## src/rtl/pipe_stage_hs.sv

```systemverilog
// Pipeline-stage register with valid/ready handshake, optional 2-entry skid
// buffer, global stall/flush, control-field zeroing and a saturating bubble
// counter. Sits between two core stages (e.g. EXE->MEM, MEM->WB).
module pipe_stage_hs #(
  parameter int unsigned DATA_W = 96,
  parameter int unsigned CTRL_W = 12,
  parameter int unsigned SKID   = 1,
  parameter int unsigned CNT_W  = 16
) (
  input  logic              clk,
  input  logic              rst_n,
  input  logic              flush,
  input  logic              stall,
  input  logic              in_valid,
  output logic              in_ready,
  input  logic [CTRL_W-1:0] in_ctrl,
  input  logic [DATA_W-1:0] in_data,
  output logic              out_valid,
  input  logic              out_ready,
  output logic [CTRL_W-1:0] out_ctrl,
  output logic [DATA_W-1:0] out_data,
  output logic [1:0]        occupancy,
  output logic [CNT_W-1:0]  bubble_cnt
);

  // Encoding doubles as the occupancy count.
  typedef enum logic [1:0] {
    StEmpty = 2'd0,
    StFull  = 2'd1,
    StSkid  = 2'd2
  } state_e;

  state_e              state_q;
  logic [CTRL_W-1:0]   main_ctrl_q;
  logic [DATA_W-1:0]   main_data_q;
  logic [CTRL_W-1:0]   skid_ctrl_q;
  logic [DATA_W-1:0]   skid_data_q;
  logic [CNT_W-1:0]    bubble_q;

  logic acc;
  logic deq;

  // Handshake decode; with SKID=1 in_ready depends only on registered state.
  always_comb begin
    if (SKID != 0) begin
      in_ready = (state_q != StSkid) && !stall;
    end else begin
      in_ready = ((state_q == StEmpty) || out_ready) && !stall;
    end
    out_valid = (state_q != StEmpty);
    acc       = in_valid && in_ready;
    deq       = out_valid && out_ready && !stall;
  end

  // Head entry drives the outputs; gated so an empty stage shows all zeros.
  always_comb begin
    out_ctrl   = out_valid ? main_ctrl_q : '0;
    out_data   = out_valid ? main_data_q : '0;
    occupancy  = state_q;
    bubble_cnt = bubble_q;
  end

  // Stage FSM, entry registers and bubble counter.
  always_ff @(posedge clk or negedge rst_n) begin
    if (!rst_n) begin
      state_q     <= StEmpty;
      main_ctrl_q <= '0;
      main_data_q <= '0;
      skid_ctrl_q <= '0;
      skid_data_q <= '0;
      bubble_q    <= '0;
    end else begin
      // Counts empty-output edges regardless of stall/flush; only reset clears it.
      if (!out_valid && (bubble_q != '1)) begin
        bubble_q <= bubble_q + 1'b1;
      end

      if (flush) begin
        state_q     <= StEmpty;
        main_ctrl_q <= '0;
        main_data_q <= '0;
        skid_ctrl_q <= '0;
        skid_data_q <= '0;
      end else if (!stall) begin
        case (state_q)
          StEmpty: begin
            if (acc) begin
              main_ctrl_q <= in_ctrl;
              main_data_q <= in_data;
              state_q     <= StFull;
            end
          end
          StFull: begin
            if (acc && deq) begin
              main_ctrl_q <= in_ctrl;
              main_data_q <= in_data;
            end else if (acc && (SKID != 0)) begin
              // Downstream blocked: park the new entry behind main.
              skid_ctrl_q <= in_ctrl;
              skid_data_q <= in_data;
              state_q     <= StSkid;
            end else if (deq) begin
              main_ctrl_q <= '0;
              main_data_q <= '0;
              state_q     <= StEmpty;
            end
          end
          StSkid: begin
            if (deq) begin
              main_ctrl_q <= skid_ctrl_q;
              main_data_q <= skid_data_q;
              skid_ctrl_q <= '0;
              skid_data_q <= '0;
              state_q     <= StFull;
            end
          end
          default: begin
            state_q <= StEmpty;
          end
        endcase
      end
    end
  end

endmodule

```

## config.mk

```make
export PLATFORM = sky130hd
export DESIGN_NAME = pipe_stage_hs
export DESIGN_NICKNAME = d
export VERILOG_FILES = /design/src/rtl/pipe_stage_hs.sv
export SDC_FILE = /design/constraint.sdc
export NUM_CORES = 1
export LEC_CHECK = 0
export CAP_MARGIN = 20
export CORE_AREA = 3 3 142 144
export DETAILED_ROUTE_END_ITERATION = 8
export DIE_AREA = 0 0 145 147
export GPL_TIMING_DRIVEN = 0
export PLACE_DENSITY = 0.95
export SLEW_MARGIN = 20
export SYNTH_ARGS = -nofsm -noshare
export SYNTH_HDL_FRONTEND = slang
export SYNTH_SLANG_ARGS = --single-unit
```

## constraint.sdc

```tcl
create_clock -name clk -period 4.3 [get_ports clk]
set_input_delay 0.645 -clock clk [delete_from_list [all_inputs] [get_ports clk]]
set_output_delay 0.645 -clock clk [all_outputs]
set_load 0.05 [all_outputs]
```

==> flow_summary.json <==
{
  "synth_xor_area_frac": 0.01108,
  "rr_worst_depth": 9,
  "period_needed_ns": 3.623,
  "r2r_start": "occupancy[0]",
  "wl_per_cell_um": 21.87,
  "coreArea_mm2": 0.01883,
  "place_ws_ns": 0.6702,
  "max_stage_delay_ns": 0.87,
  "ys.flop_type": "dfrtp_1",
  "whs_ns": 0.02574,
  "cp.depth": 6,
  "grt_pass1_vias": 8983,
  "rows": 50,
  "cts_sinks": 234,
  "synth_top_family_by_area": "compound AO/OA/AOI/OAI gates",
  "rr_endpoint": "main_data_q[17]",
  "final_util": 0.7365,
  "power.leakage_nw": 5.981,
  "slowest_stage": "clkdlybuf4s50_1",
  "fp.dieH_um": 147,
  "fin_nets": 1229,
  "port_buffers": 241,
  "clockBufferDepth": 3,
  "finalPower_mw": 5.667,
  "tightest_slew_ns": 0.7264,
  "synthMuxAreaShare": 0.002192,
  "first_pass_iters": 6,
  "rsz0062_at_grt": "false",
  "cp_max_fo": 19,
  "synth.top_cell.area_share": 0.5698,
  "period_share": 0.8426,
  "dieArea_mm2": 0.02132,
  "gr-total-overflow": 0,
  "clk_pin_slew_ns": 0.06,
  "layout_setup_ws_ns": 0.6770,
  "rrSetupSlack_ns": 1.57,
  "ys_seq_area_frac": 0.5698,
  "root_buffer": "clkbuf_16",
  "grt_max_degree": 103,
  "yosysWarningCount": 0,
  "synth_area_leaders": "dfrtp_1, a22o_1, o2bb2ai_1, a22oi_1, nor2b_1",
  "worst-endpoint-arrival_ns": 2.98,
  "hold_viol": 0,
  "syn_area_mm2": 0.01028,
  "max_freq_ghz": 0.2760,
  "critical_path.cell_chain": "inv_1 -> ha_1 -> buf_4 -> clkbuf_1 -> nor2b_1 -> clkdlybuf4s50_1",
  "avgViaCountPerCell": 6.236,
  "crit_path_start": "occupancy[0]",
  "avgSynthCellArea_um2": 12.20,
  "place_congestion": 0.8465,
  "synth_nets": 961,
  "cts-resized-gates": 0,
  "synth_compound_area_frac": 0.2736,
  "ir_drop_mv": 0.2804,
  "cts_buffers": 24,
  "grt_pass1_wl_mm": 49.44,
  "antenna_left": 0,
  "fillers": 1199,
  "start_kind": "flop",
  "outcome": "complete, no violations",
  "drt_iter0_markers": 684,
  "p_per_area_mw_per_mm2": 408.6,
  "async_flop_share": 1.000,
  "synth_simple_gate_area_share": 0.09875,
  "wl_mm": 30.31,
  "drcViolationCount": 0,
  "critPathKind": "reg -> out",
  "cts.hold.buffers_added": 0,
  "grt_util_all_layers": 0.2814,
  "tritoncts": "done",
  "htree_levels": 1,
  "crit_family": "buffers and inverters",
  "hp-class": "in -> async",
  "fin_tns_setup_ns": 0,
  "synth.distinct_cells": 50,
  "maxCapViolCount": 0,
  "cts_post_setup_buffers_inserted": 0,
  "post_dp_cell_area_mm2": 0.01307,
  "fin_skew_ns": 0.01293,
  "io_pins": 242,
  "slew-limit-headroom": 0.5156,
  "clk-insertion-delay-late_ns": 0.51,
  "place_hpwl_mm": 20.43,
  "crit_end": "out_data[34]",
  "die_x_um": 145,
  "drive_gt1_frac": 0.07638,
  "placedCellCount": 1345,
  "antenna_found_initial": 0,
  "synthAdderAreaFrac": 0.006088,
  "start_util": 0.5457,
  "syn_inst": 842,
  "worstSetupEndpointType": "output port",
  "yosys_register_bits": 234,
  "synth_edf_count": 0,
  "fin_cells": 1386,
  "slew_violations": 0,
  "vias": 8643,
  "required_ns": 3.65,
  "syn_to_final_growth_pct": 34.97,
  "synth_top_cell_by_area": "dfrtp_1",
  "setup_viol": 0,
  "fin_area_mm2": 0.01387,
  "diodes": 0,
  "path_buf_inv": 4
}
==> logic make-up after synthesis <==
kind of cell,Yosys count
adders and majority gates,5
buffers and inverters,87
xor gates and xnor gates,13
and+or+nand+nor,164
muxes,2
DFF,234
AOI/OAI and AO/OA,337
==> state kept, by name (all words and copies together), names as in the netlist <==
| signal | cells |
|---|---|
| bubble_cnt | 16 |
| main_ctrl_q | 12 |
| main_data_q | 96 |
| occupancy | 2 |
| skid_ctrl_q | 12 |
| skid_data_q | 96 |
==> where the power goes <==
group / internal, mW / switching, mW
logic: 0.412 / 0.684
registers: 2.34 / 0.113
clock network: 1.27 / 0.854
==> synthesized netlist by cell type (all sizes together) (2+ instances only) <==
library cell,instances
a21oi,4
a22o,108
a22oi,108
and3,4
buf,39
clkbuf,43
dfrtp,234
ha,5
inv,5
mux2,2
nand2,9
nand2b,3
nand3,9
nand4,5
nor2,6
nor2b,109
nor3,6
nor4,2
o2bb2ai,108
or2,4
xnor2,5
xor2,8
==> layer usage <==
layer,vias to the layer above,global-route usage,routed length (µm)
met5,-,0,0
met4,0,0.08789,891
met3,77,0.07218,2713
met2,456,0.4613,14520
met1,4367,0.3733,12190
li1,3743,-,-
==> layout by cell type, fill, tap and decap left out, types with 2 or more instances in the layout <==
cell type	netlist	layout
xor2_1	8	8
or2_2	3	3
inv_1	4	4
and3_1	3	3
buf_1	9	9
mux2_2	2	2
nand4_1	4	4
clkdlybuf4s50_1	0	240
buf_16	0	2
clkinv_2	0	3
buf_2	22	22
buf_6	3	3
ha_1	5	5
o2bb2ai_1	108	108
nor2b_1	109	109
nor4_1	2	2
clkbuf_1	43	48
nand2_1	8	8
buf_4	5	5
nor2_1	6	6
nand2b_1	2	2
a22oi_1	108	108
clkbuf_16	0	25
xnor2_1	5	5
clkbuf_8	0	5
nor3_1	6	6
bufinv_16	0	2
dfrtp_1	234	234
a21oi_1	2	2
a22o_1	108	108
nand3_1	8	8
==> worst min path at each step <==
stage,startpoint,end
after floorplan,rst_n,bubble_cnt[0]
final,rst_n,main_data_q[34]
after global placement,main_ctrl_q[7],main_ctrl_q[7]
after CTS,rst_n,main_data_q[29]
after global routing,rst_n,main_data_q[32]
after detailed placement,main_data_q[68],main_data_q[68]
==> cell type report <==
| cell class | count | area [µm²] | share of cell area |
|---|---|---|---|
| Buffer | 81 | 372.9 | 0.02688 |
| Timing Repair Buffer | 243 | 2472 | 0.1783 |
| Tap cell | 260 | 325.3 | 0.02346 |
| Multi-Input combinational cell | 521 | 4025 | 0.2902 |
| Clock buffer | 36 | 716.9 | 0.05169 |
| Clock inverter | 6 | 82.58 | 0.005954 |
| Sequential cell | 234 | 5856 | 0.4222 |
| Inverter | 5 | 18.77 | 0.001353 |
Power figures use the tool's default switching activity.
==> variant, RTL diff (same flow settings) <==
Reset style: synchronous (`rst_n`), changed in one clocked block.
--- a/src/rtl/pipe_stage_hs.sv
+++ b/src/rtl/pipe_stage_hs.sv
@@ -62,5 +62,5 @@
 
   // Stage FSM, entry registers and bubble counter.
-  always_ff @(posedge clk or negedge rst_n) begin
+  always_ff @(posedge clk) begin
     if (!rst_n) begin
       state_q     <= StEmpty;
Check against the original RTL: not equivalent (a bounded check fails within 4 cycles, from zero or initial values and one cycle with rst_n low; the reset may be asserted at any time).
==> variant against the original RTL <==
Sequential cell count did not move; clock skew fell by 0.0055 ns; setup slack got worse by 0.28 ns; final area fell by 5.3%; core utilization fell by 3.9 points; die area did not move; via count rose by 7.0%; synthesized area fell by 6.4%; wire length fell by 0.94%; highest routed layer unchanged.
Power is not compared: it rests on default switching activity, and its combinational part moved more than twofold at a synthesized area within 25%.
==> variant: results (changes against the original RTL) <==
stage,metric,value,unit,change
layout,final-stage net count,1376,,+12%
synth,Synth Instances,989,,+17%
critical_path,Critical Path Max Stage Delay,0.85,ns,-0.02 ns
route,routed wire length per instance,19.6,um,-11%
route,drt pass-1 iters,5,,-1
synth,Compound-Gate Fraction of Synth Area,34.8,%,+7.5 points
pwr,switch share,24.4,%,
cts,maximum level of the CTS H-tree,1,,unchanged
pwr,Leak,4.50,nW,
global_route,global-route total usage across every layer,26.8,%,-1.3 points
run_status,run status,"complete, no violations",,
synth,most area-consuming cells after synthesis,"sky130_fd_sc_hd__dfxtp_1, sky130_fd_sc_hd__a22o_1, sky130_fd_sc_hd__a211oi_1",,
timing,relative slew slack,41.8,%,-9.8 points
cts,clock transition at the register clock pins on the worst setup and hold paths after CTS,0.06,ns,about the same
critical_path,CP max FO,10,,-9
timing,Worst Clk Skew,0.00746,ns,-0.00547 ns
place,DPL Wire Length,20700,um,+1.1%
synth,share of flip-flops with an asynchronous set or reset after synthesis,0,%,-100 points
global_route,first-pass GRT wire length,48100,um,-2.8%
synth,Main synth FF type,sky130_fd_sc_hd__dfxtp_1,,
synth,number of distinct library cells after synthesis,45,,-10%
synth,Synthesized Nets,1108,,+15%
route,vias,9244,,+7.0%
synth,number of warnings issued by yosys,0,,unchanged
place,gp weighted congestion,0.864,,+2.0%
place,"worst slack, placed",0.705,ns,+0.0348 ns
cts,Root Buffer Master,sky130_fd_sc_hd__clkbuf_16,,
layout,diode insertion count for antenna repair,0,,unchanged
route,Iteration-0 DRC Markers,709,,+3.7%
critical_path,critical path's slowest cell,sky130_fd_sc_hd__clkdlybuf4s50_1,,
layout,fraction of layout cells with a size suffix above 1,5.80,%,-1.8 points
place,area of placed instances,0.0124,mm^2,-5.5%
place,port buffer count,241,,unchanged
global_route,largest net degree at the start of global routing,14,,-86%
cts,number of buffers on the longest clock path,3,,unchanged
place,Placed Cells,1490,,+11%
synth,adder and majority cell fraction of the synthesized area,0.650,%,+0.041 points
critical_path,CP arrival,3.26,ns,+0.28 ns
cts,clock buffers created by TritonCTS,25,,+4.2%
synth,"top cells by count, synth","sky130_fd_sc_hd__dfxtp_1, sky130_fd_sc_hd__a21oi_1, sky130_fd_sc_hd__a211oi_1, sky130_fd_sc_hd__nor2b_1",,
synth,Post-Synth XOR/XNOR Area,0.0910,%,-1.0 points
pwr,Max rail drop VDD,0.291,mV,
min_path,min-delay worst type,reg -> reg,,
route,Detailed Route WL,30000,um,-0.94%
layout,Filler cells,1383,,+15%
global_route,number of antenna violations at the first check in global routing,0,,unchanged
synth,mux share of post-synthesis cell area,0.559,%,+0.34 points
synth,sequential element share of the synthesized area,48.7,%,-8.3 points
cts,clock latency of the later-clocked register in the worst-skew pair,0.50,ns,
[variant: cell count changes after synthesis, moves of 5 or more]
cell                        delta
sky130_fd_sc_hd__o21ai_0       +9
sky130_fd_sc_hd__buf_2         +9
sky130_fd_sc_hd__buf_1         -7
sky130_fd_sc_hd__a211oi_1    +108
sky130_fd_sc_hd__dfrtp_1     -234
sky130_fd_sc_hd__o2bb2ai_1   -108
sky130_fd_sc_hd__nand2_1       +5
sky130_fd_sc_hd__clkbuf_1     +32
sky130_fd_sc_hd__a21oi_1     +111
sky130_fd_sc_hd__xnor2_1       -5
sky130_fd_sc_hd__xor2_1        -7
sky130_fd_sc_hd__dfxtp_1     +234
[variant: logic make-up after synthesis]
family,count (synthesis)
adder cells (fa/ha/maj),5
XOR/XNOR,1
flip-flops,234
multiplexers,5
AND/OR/NAND/NOR,163
buffers and inverters,116
AO/OA/AOI/OAI,465
[variant: final timing paths]
kind | to | slack, ns | startpoint | cells after the start
worst max register to register | main_data_q[22]$_SDFFE_PP0P_ | 1.18 | occupancy[0]$_SDFFE_PP0P_ | 10
worst min register to register | skid_data_q[35]$_SDFFE_PP0P_ | 0.47 | skid_data_q[35]$_SDFFE_PP0P_ | 1
worst max-delay path | out_data[55] | 0.40 | occupancy[0]$_SDFFE_PP0P_ | 7
worst min-delay path | skid_data_q[35]$_SDFFE_PP0P_ | 0.47 | skid_data_q[35]$_SDFFE_PP0P_ | 1
[variant: power groups by stage]
stage	Clock (mW)	Sequential (mW)	Combinational, mW
floorplan	0	2.29	0.292
global placement	0	2.28	0.519
detailed placement	0	2.29	0.531
CTS	2.07	2.24	0.537
global route	2.16	2.24	0.584
finish	2.05	2.24	0.541
[variant: per-layer routing]
layer / vias to the layer above / routed length [um] / GRT usage [%]
met5: - / 0 / 0
met2: 513 / 14200 / 45.6
met3: 87 / 2900 / 6.11
met1: 4334 / 11800 / 33.8
li1: 4310 / - / -
met4: 0 / 1100 / 9.45
[variant: final cells by class]
| cell class | instances | area [um^2] | share of cell area [%] |
|---|---|---|---|
| Buffer | 109 | 453 | 3.45 |
| Clock buffer | 39 | 718 | 5.47 |
| Clock inverter | 6 | 60.1 | 0.457 |
| Inverter | 7 | 26.3 | 0.200 |
| Multi-Input combinational cell | 639 | 4460 | 33.9 |
| Sequential cell | 234 | 4680 | 35.7 |
| Tap cell | 260 | 325 | 2.48 |
| Timing Repair Buffer | 241 | 2410 | 18.4 |
[variant: what timing repair did]
action | 4_1_cts | 5_1_grt
gates resized for setup | 0 | 2
buffers inserted | 0 | 0
endpoints found under the setup margin | 0 | 4
[variant: worst max-delay path, delay by kind of cell, from the launching register on]
| kind | cells | cell delay [ns] |
|---|---|---|
| fa+ha+maj | 1 | 0.24 |
| buf+inv | 5 | 1.81 |
| simple gates | 1 | 0.30 |
| flops | 1 | 0.39 |
